--- src/rtl/imem_loader.sv ---
// ---------------------------------------------------------------------------
// imem_loader
//
// Receives a framed byte stream (for example from a UART receiver) and writes
// the payload into an instruction BRAM. The CPU core is held in reset until a
// complete image has been written.
//
// Frame: SYNC_BYTE, LEN_LO, LEN_HI, then LEN 32-bit words, each sent as four
// bytes least-significant first. LEN is a 16-bit word count.
//
// Byte handshake: a byte transfers on a rising edge where in_valid and
// in_ready are both 1. in_ready is not a function of in_valid. It is high in
// every state except DONE, including the cycle in which a BRAM write is issued.
//
// Ports
//   clk          clock, all state updates on the rising edge
//   rst          asynchronous active-low reset
//   in_data      received byte
//   in_valid     in_data is valid
//   in_ready     loader can accept a byte
//   reload       single-cycle request to start a new load (sampled in DONE)
//   mem_en       BRAM port enable (pulses together with mem_we)
//   mem_we       BRAM write strobe, one cycle per word
//   mem_addr     BRAM word address
//   mem_wdata    BRAM write data
//   cpu_rst      active-high hold-in-reset for the core
//   load_done    image written and core released
//   load_err     sticky error (bad length or inter-byte timeout)
//   o_dbg_state  current FSM state, for debug and checkers
// ---------------------------------------------------------------------------
module imem_loader #(
    parameter int         ADDR_WIDTH = 10,
    parameter logic [7:0] SYNC_BYTE  = 8'hA5,
    parameter int         TIMEOUT    = 100000
) (
    input  logic                  clk,
    input  logic                  rst,
    input  logic [7:0]            in_data,
    input  logic                  in_valid,
    output logic                  in_ready,
    input  logic                  reload,
    output logic                  mem_en,
    output logic                  mem_we,
    output logic [ADDR_WIDTH-1:0] mem_addr,
    output logic [31:0]           mem_wdata,
    output logic                  cpu_rst,
    output logic                  load_done,
    output logic                  load_err,
    output logic [2:0]            o_dbg_state
);

    localparam int TW = $clog2(TIMEOUT + 1);

    typedef enum logic [2:0] {
        S_IDLE   = 3'd0,
        S_LEN_LO = 3'd1,
        S_LEN_HI = 3'd2,
        S_DATA   = 3'd3,
        S_DONE   = 3'd4
    } state_t;

    state_t                r_state;
    state_t                w_state_nxt;
    logic [15:0]           r_len;
    logic [1:0]            r_byte_idx;
    logic [23:0]           r_asm;
    logic [ADDR_WIDTH-1:0] r_addr;
    logic [TW-1:0]         r_idle_cnt;
    logic                  r_mem_we;
    logic [ADDR_WIDTH-1:0] r_mem_addr;
    logic [31:0]           r_mem_wdata;
    logic                  r_load_err;

    logic                  w_accept;
    logic                  w_in_frame;
    logic                  w_timeout;
    logic [15:0]           w_len;
    logic                  w_len_bad;
    logic                  w_word_done;
    logic                  w_last_word;

    assign w_accept   = in_valid && in_ready;
    assign w_in_frame = (r_state == S_LEN_LO) || (r_state == S_LEN_HI) || (r_state == S_DATA);
    // Fires on the TIMEOUT-th consecutive clock without an accepted byte.
    assign w_timeout  = w_in_frame && !w_accept && (r_idle_cnt == TW'(TIMEOUT - 1));
    assign w_len      = {in_data, r_len[7:0]};
    // LEN == 2**ADDR_WIDTH still fits exactly; anything larger would wrap.
    assign w_len_bad  = ({16'd0, w_len} > (32'd1 << ADDR_WIDTH));
    assign w_word_done = (r_state == S_DATA) && w_accept && (r_byte_idx == 2'd3);
    assign w_last_word = (({{(32-ADDR_WIDTH){1'b0}}, r_addr} + 32'd1) == {16'd0, r_len});

    // State register
    always_ff @(posedge clk or negedge rst) begin
        if (!rst) begin
            r_state <= S_IDLE;
        end else begin
            r_state <= w_state_nxt;
        end
    end

    // Next-state logic
    always_comb begin
        w_state_nxt = r_state;
        case (r_state)
            S_IDLE: begin
                if (w_accept && (in_data == SYNC_BYTE)) w_state_nxt = S_LEN_LO;
            end
            S_LEN_LO: begin
                if (w_timeout)     w_state_nxt = S_IDLE;
                else if (w_accept) w_state_nxt = S_LEN_HI;
            end
            S_LEN_HI: begin
                if (w_timeout) begin
                    w_state_nxt = S_IDLE;
                end else if (w_accept) begin
                    if (w_len == 16'd0)  w_state_nxt = S_DONE;
                    else if (w_len_bad)  w_state_nxt = S_IDLE;
                    else                 w_state_nxt = S_DATA;
                end
            end
            S_DATA: begin
                if (w_timeout)                       w_state_nxt = S_IDLE;
                else if (w_word_done && w_last_word) w_state_nxt = S_DONE;
            end
            S_DONE: begin
                if (reload) w_state_nxt = S_IDLE;
            end
            default: w_state_nxt = S_IDLE;
        endcase
    end

    // Datapath: length capture, word assembly, BRAM write, timeout, error flag
    always_ff @(posedge clk or negedge rst) begin
        if (!rst) begin
            r_len       <= '0;
            r_byte_idx  <= '0;
            r_asm       <= '0;
            r_addr      <= '0;
            r_idle_cnt  <= '0;
            r_mem_we    <= 1'b0;
            r_mem_addr  <= '0;
            r_mem_wdata <= '0;
            r_load_err  <= 1'b0;
        end else begin
            r_mem_we <= 1'b0;

            if (!w_in_frame || w_accept || w_timeout) r_idle_cnt <= '0;
            else                                      r_idle_cnt <= r_idle_cnt + TW'(1);

            if (w_timeout) begin
                // Partial word is discarded, nothing is written.
                r_byte_idx <= '0;
                r_asm      <= '0;
                r_load_err <= 1'b1;
            end else if (w_accept) begin
                case (r_state)
                    S_IDLE: begin
                        if (in_data == SYNC_BYTE) r_load_err <= 1'b0;
                    end
                    S_LEN_LO: begin
                        r_len[7:0] <= in_data;
                    end
                    S_LEN_HI: begin
                        r_len      <= w_len;
                        r_addr     <= '0;
                        r_byte_idx <= '0;
                        r_asm      <= '0;
                        if ((w_len != 16'd0) && w_len_bad) r_load_err <= 1'b1;
                    end
                    S_DATA: begin
                        r_byte_idx <= r_byte_idx + 2'd1;
                        if (r_byte_idx == 2'd3) begin
                            r_mem_we    <= 1'b1;
                            r_mem_addr  <= r_addr;
                            r_mem_wdata <= {in_data, r_asm};
                            r_addr      <= r_addr + 1'b1;
                            r_asm       <= '0;
                        end else begin
                            // Shift in from the top: after three bytes r_asm holds {b2, b1, b0}.
                            r_asm <= {in_data, r_asm[23:8]};
                        end
                    end
                    default: ;
                endcase
            end
        end
    end

    assign in_ready    = (r_state != S_DONE);
    assign cpu_rst     = (r_state != S_DONE);
    assign load_done   = (r_state == S_DONE);
    assign load_err    = r_load_err;
    assign mem_en      = r_mem_we;
    assign mem_we      = r_mem_we;
    assign mem_addr    = r_mem_addr;
    assign mem_wdata   = r_mem_wdata;
    assign o_dbg_state = r_state;

endmodule
--- config.mk ---
export PLATFORM = sky130hd
export DESIGN_NAME = imem_loader
export DESIGN_NICKNAME = d
export VERILOG_FILES = /design/src/rtl/imem_loader.sv
export SDC_FILE = /design/constraint.sdc
export NUM_CORES = 1
export LEC_CHECK = 0
export CORE_ASPECT_RATIO = 0.6
export CORE_UTILIZATION = 60
export DETAILED_ROUTE_END_ITERATION = 10
export PLACE_DENSITY_LB_ADDON = 0.1
export SYNTH_ARGS = -nofsm -noshare
export SYNTH_HDL_FRONTEND = slang
export SYNTH_SLANG_ARGS = --single-unit
--- constraint.sdc ---
create_clock -name clk -period 4.1 [get_ports clk]
set_input_delay 0.82 -clock clk [delete_from_list [all_inputs] [get_ports clk]]
set_output_delay 0.82 -clock clk [all_outputs]
set_load 0.05 [all_outputs]
Word level (Yosys, flattened, before mapping) --
Index checks and enable logic that the tools add are counted. W data, S select, Z words.
Word-level totals: output and inout port bits 51, input bits 12, register bits after elaboration 116, word-level logic and storage cells 92
Operators by class: reductions and logical operators 28, muxes and demuxes 30, eq/ne operators 17, bitwise logic cells 1, $lt $le $gt $ge 1, add/sub/neg operators 4
Operators by type and width (number):
- $mux W24 | 3
- $pmux W24 S2 | 1
- $mux W3 | 9
- $pmux W10 S2 | 1
- $add A17 B1 Y17 const B | 1
- $eq A17 B17 Y1 const B | 1
- $mux W17 | 1
- $eq A11 B16 Y1 | 1
- $gt A16 B11 Y1 const B | 1
- $logic_not A16 Y1 | 1
- $reduce_bool A16 Y1 | 1
- $pmux W3 S5 | 1
- $ne A3 B3 Y1 const B | 4
- $reduce_and A4 Y1 | 3
- $add A10 B1 Y11 const B | 1
- $add A10 B1 Y10 const B | 1
- $mux W10 | 1
- $eq A8 B8 Y1 const B | 1
- $logic_and A1 B1 Y1 | 8
- $mux W1 | 8
- $eq A3 B2 Y1 const B | 2
- $mux W2 | 3
- $ne A3 B2 Y1 const B | 2
- $reduce_and A3 Y1 | 2
- 16 further kinds | 23

Logic depth before layout (Yosys ltp) --
Gate-level depths: netlist (run 1).
depth in word-level cells 8, mapped depth 8, mapped depth without buffers 7

Least setup slack after synthesis (run 1) --
OpenSTA, ideal clock, no wires.
path kind flip-flop to output port, from register r_state[0] (netlist: o_dbg_state[0]), to output load_done, buffers on the path 1, arrival 1953 ps, cell stages (with the launch flop) 5, path slack 1327 ps, required time 3280 ps, path through dfrtp_1 clkbuf_1 nor2_1 nand2_1 inv_1
Between the ends: word-level cells in the longest chain between the ends 1
Ends and longest elaborated chain:
- from (decl) | RTL line 62 | state_t r_state;
- from (signal assigned) | RTL line 97 | r_state <= w_state_nxt;
- $eq A3 B3 Y1 | RTL line 191 | assign load_done = (r_state == S_DONE);
- to (decl) | RTL line 47 | output logic load_done,
Every way passes these cells.

Worst setup path in the final report (run 1) --
from register r_state[1] (netlist: o_dbg_state[1]), to output load_done
Same word-level chain as after synthesis.

==> metrics, run 1 <==
first-pass GRT wire length=20.0 mm; Mean Syn Cell Area=9.98 um2; drt drc=0; TritonCTS Buffers=17; EDFF count, synth=0; Worst VDD drop=around 0.5 mV; fillers=483; hold buffers post-CTS=0; Yosys warning count=0; min-delay worst type=reg -> reg; TritonRoute pass-1 iters=5; Synth cell types=49; Routed WL per cell=17.5 um; Max-slew headroom=39.6%; n_diodes=0; delay of the slowest cell on the worst path=0.80 ns; RSZ-0062 raised after global routing=no; Post-Syn Area=0.00516 mm2; gr usage total=30.3%; leading cell type in the layout, fill and taps excluded=nand2_1; Final GP Congestion=0.918; ys flop type=dfrtp_1; most frequent cells in the layout=nand2_1, dfrtp_1, clkdlybuf4s50_1, nor2_1, a22o_1; initial detailed-routing violation count=approximately 440; Final Routed Wirelength=12.2 mm; DR vias/cell=roughly 6.0; Worst Setup SP=o_dbg_state[1]; Post-CTS Resized=0; final period utilization=79.7%; slack of the critical path=0.834 ns; Tmin final=3.27 ns; final hold violation count=0; DP Cell Count=667; max-slew violations=0; Max Fclk=306 MHz; Leak=3.03 nW; H-tree lvl count=4; detailed-route via count=between 4000 and 5000; CTS Sinks=116; Final ANT Viol Nets=0; Root Buffer=clkbuf_16; TritonCTS clock tree=built; hpwl dp=~7.7 mm; die area=between 0.008 and 0.009 mm2; actual slew at the worst max-slew pin=approximately 0.9 ns; Crit Path Max Fanout=13; CP Capture Type=primary output; power density cells=~660 mW/mm2; # port buffers=62; Max-Cap Viols=0; IO Pins=63; CP Data Arrival Time=roughly 2.5 ns; core area=0.00810 mm2; fin cells=699; final setup violation count=0; min-delay src=mem_wdata[10]; Tot Pwr=4.23 mW; CP required=approximately 3.3 ns; setup TNS=0 ns; syn nets=532; Nets=593; Place WS=0.863 ns; share of layout cells above drive strength 1=11.2%; CP cell instances=nor2_1 -> nand2_1 -> inv_1 -> clkdlybuf4s50_1; Buf/Inv on CP=2; Syn Inst Count=517; die height=73.8 um; Clock transition at path regs=0.05 ns; crit path kind=reg -> out; initial core utilization=approximately 64%; slowest CP cell=clkdlybuf4s50_1; status=complete, no violations; #FFs+latches synth=about 120; Rows=25; Post-synth ARST share=100%; Post-CTS Setup Bufs=0; sequential element share of the synthesized area=56.2%; crit path launch type=register; Worst Skew=~0.007 ns; reg2reg start=r_addr[0]; total grt overflow=0; largest net degree at the start of global routing=71; Area Growth Syn to Fin=24.7%; die width=about 120 um; number of global-route vias before repair=3846; Worst path top cell family by delay=buffers and inverters; clk buf depth=2; clock latency on the worst-skew pair=0.41 ns; initial antenna violation count=0
## power by group
part	switching (mW)	internal (mW)	total, mW
logic	0.685	0.469	1.15
registers	0.277	1.42	1.70
clock network	0.540	0.835	1.38
## worst reg2reg max path, delay by kind of cell (launching register included)
kind	cells	cell delay (ns)
AO/OA/AOI/OAI	3	0.81
AND/OR/NAND/NOR	2	0.80
flip-flops	1	0.55
adder cells (fa/ha/maj)	1	0.30
XOR/XNOR	1	0.16
## worst paths after layout
check,end,slack [ns],cells after the start
setup reg to reg,o_dbg_state[0],1.36,7
max in group asynchronous,r_addr[3],2.83,2
setup / recovery,load_done,0.83,4
hold / removal,mem_wdata[10],0.47,2
min in group asynchronous,mem_wdata[6],0.54,1
hold reg to reg,mem_wdata[10],0.47,2
## cell families (layout without fill, tap and decap cells)
| family | count (synthesis) | count (layout) | synth area share, % |
|---|---|---|---|
| AOI/OAI and AO/OA | 73 | 73 | 10.4 |
| xor gates and xnor gates | 27 | 27 | 4.58 |
| muxes | 16 | 16 | 3.49 |
| DFF | 116 | 116 | 56.2 |
| buffers and inverters | 36 | 110 | 2.81 |
| and+or+nand+nor | 246 | 246 | 21.8 |
| adders and majority gates | 3 | 3 | 0.727 |
## Yosys cell counts, drive strengths merged (2+ instances only)
cell type  number  area, um2
and4bb          2       25.0
inv            10       37.5
nand4           9       62.6
nor4b           2       23.8
clkbuf         22       82.6
and3            5       31.3
o21ai          19       95.1
o211ai          2       15.0
and4            3       26.3
a31oi           3       25.0
and2            5       31.3
nor2b           3       18.8
buf             4       25.0
mux2           16        180
ha              3       37.5
a21oi           6       30.0
nand2         146        548
o31ai           5       37.5
nand3          17       85.1
nor4            8       65.1
nor2           35        131
a22o           28        245
a22oi           2       15.0
xor2           17        149
dfrtp         116       2900
xnor2          10       87.6
nor3            6       35.0
## flip-flops by register name (all words and copies together), names as in the netlist
signal	count
mem_en	1
r_addr	10
o_dbg_state	3
mem_wdata	32
load_err	1
r_asm	24
r_byte_idx	2
r_len	16
r_idle_cnt	17
mem_addr	10
## layer usage
metal,wire (um),track usage (%)
met1,5580,45.6
met3,1140,8.31
met4,110,8.37
met2,5380,43.0
met5,0,0
## final cells by class
cell class	instances	area (um2)	share of cell area (%)
tap	108	135	2.10
clock inverter	15	131	2.04
multi-input combinational	365	2130	33.0
clock buffer	17	425	6.61
sequential	116	2900	45.1
timing repair buffer	68	676	10.5
inverter	10	37.5	0.583
## metrics by stage
step	utilization [%]	hold slack, ns	instance area, um2
floorplan	-	0.439	5160
detailed placement	72.5	0.461	5880
global route	79.4	0.499	6430
finish	79.4	0.471	6430
CTS	79.4	0.472	6430
global placement	72.5	0.458	5880
(Power assumes the default switching activity.)
==> inputs of run 2 (changes only) <==
- CORE_UTILIZATION: 60 -> 50
- clock period: 4.1 -> 2.8 ns (I/O delays scaled with it)
==> metrics, run 2 (synthesized netlist as in run 1, its figures left out) <==
DP Area=just over 0.006 mm2; gr usage total=between 20 and 30%; die height=80.7 um; number of global-route vias before repair=3942; Nets=610; IO Pins=63; initial core utilization=51.9%; Tot Pwr=6.45 mW; register area=around 0.0029 mm2; leading cell type in the layout, fill and taps excluded=nand2_1; detailed-route via count=4177; Post-CTS Setup Bufs=0; slack of the critical path=0.120 ns; power density cells=970 mW/mm2; actual slew at the worst max-slew pin=0.746 ns; Post-CTS Resized=0; Multi-input gate area=0.00213 mm2; Worst Skew=0.00582 ns; final period utilization=95.7%; Reg2Reg Depth=7; Area Growth Syn to Fin=28.9%; max-slew violations=0; # port buffers=slightly above 60; clock latency on the worst-skew pair=between 0.4 and 0.5 ns; CTS Sinks=116; Leak=3.14 nW; RSZ-0062 raised after global routing=no; Routed WL per cell=16.8 um; Tmin final=roughly 2.7 ns; TritonCTS Buffers=17; Root Buffer=clkbuf_16; n_diodes=0; drt drc=0; crit path kind=reg -> out; hold buffers post-CTS=0; Final ANT Viol Nets=0; min-delay worst type=in -> async; CP Capture Type=primary output; core area=just under 0.01 mm2; Clock transition at path regs=0.06 ns; DR vias/cell=5.62; Max-slew headroom=50.3%; initial detailed-routing violation count=296; Final Routed Wirelength=12.5 mm; TritonRoute pass-1 iters=4; fin area=about 0.0067 mm2; Worst VDD drop=~0.64 mV; TritonCTS clock tree=built; fillers=806; final hold violation count=0; worst hold margin=0.209 ns; total grt overflow=0; hpwl dp=8.29 mm; largest net degree at the start of global routing=a little under 60; Final GP Congestion=0.910; clk buf depth=2; die area=around 0.011 mm2; Rows=28; share of layout cells above drive strength 1=13.8%; first-pass GRT wire length=20.5 mm; most frequent cells in the layout=nand2_1, dfrtp_1, clkdlybuf4s50_1, nor2_1, a22o_1; initial antenna violation count=0; crit path launch type=register; Place WS=-0.0808 ns; Max Fclk=373 MHz; max reg flops=32; H-tree lvl count=4; status=complete, no violations; Max-Cap Viols=0; CP required=2.24 ns; CP Data Arrival Time=2.12 ns; Crit Path Max Fanout=13; final setup violation count=0; die width=approximately 130 um
==> run 2: final cells by class <==
cell class                      count  share of cell area [%]
Sequential cell                   116                    43.6
Tap cell                          135                    2.54
Clock inverter                     14                    2.65
Clock buffer                       18                    6.60
Inverter                           10                   0.564
Multi-Input combinational cell    365                    32.0
Timing Repair Buffer               85                    12.0
==> run 2: worst paths after layout <==
check,from,end,slack [ns]
max,o_dbg_state[1],cpu_rst,0.12
min,rst,mem_wdata[4],0.21
max reg2reg,r_addr[1],o_dbg_state[0],0.16
min reg2reg,mem_wdata[0],mem_wdata[0],0.47
max in group asynchronous,rst,mem_wdata[23],1.88
min in group clk,mem_wdata[0],mem_wdata[0],0.47
==> run 2: stage by stage <==
stage | utilization, % | cells | TNS [ns]
after floorplan | - | 517 | 0
after global placement | 60.7 | 711 | -0.0830
after detailed placement | 60.7 | 711 | -0.131
after CTS | 66.9 | 743 | 0
after global routing | 66.9 | 743 | 0
final | 66.9 | 743 | 0
==> run 2: power by group <==
part / internal [mW] / total (mW) / switching (mW) / leakage [nW]
Clock: 1.43 / 2.25 / 0.815 / 0.298
Sequential: 2.08 / 2.45 / 0.372 / 1.57
Combinational: 0.727 / 1.75 / 1.02 / 1.28
==> run 2: layer usage <==
layer / GRT usage (%) / vias to the layer above / part of all wire (%)
li1: - / 1945 / -
met1: 37.1 / 2061 / 50
met2: 35.9 / 149 / 42
met3: 5.49 / 22 / 6.1
met4: 12.3 / 0 / 1.6
met5: 0 / - / 0
==> run 2: worst max-delay path: stages (launching register included) <==
cell             delay, ns
dfrtp_1               0.62
nor2_1                0.12
nand2_1               0.13
clkdlybuf4s50_1       0.82
==> inputs of run 3 (changes only) <==
- CTS_CLUSTER_DIAMETER: default -> 30
==> results of run 3 <==
No change in the layout: final DEF, timing and power equal those of run 2.
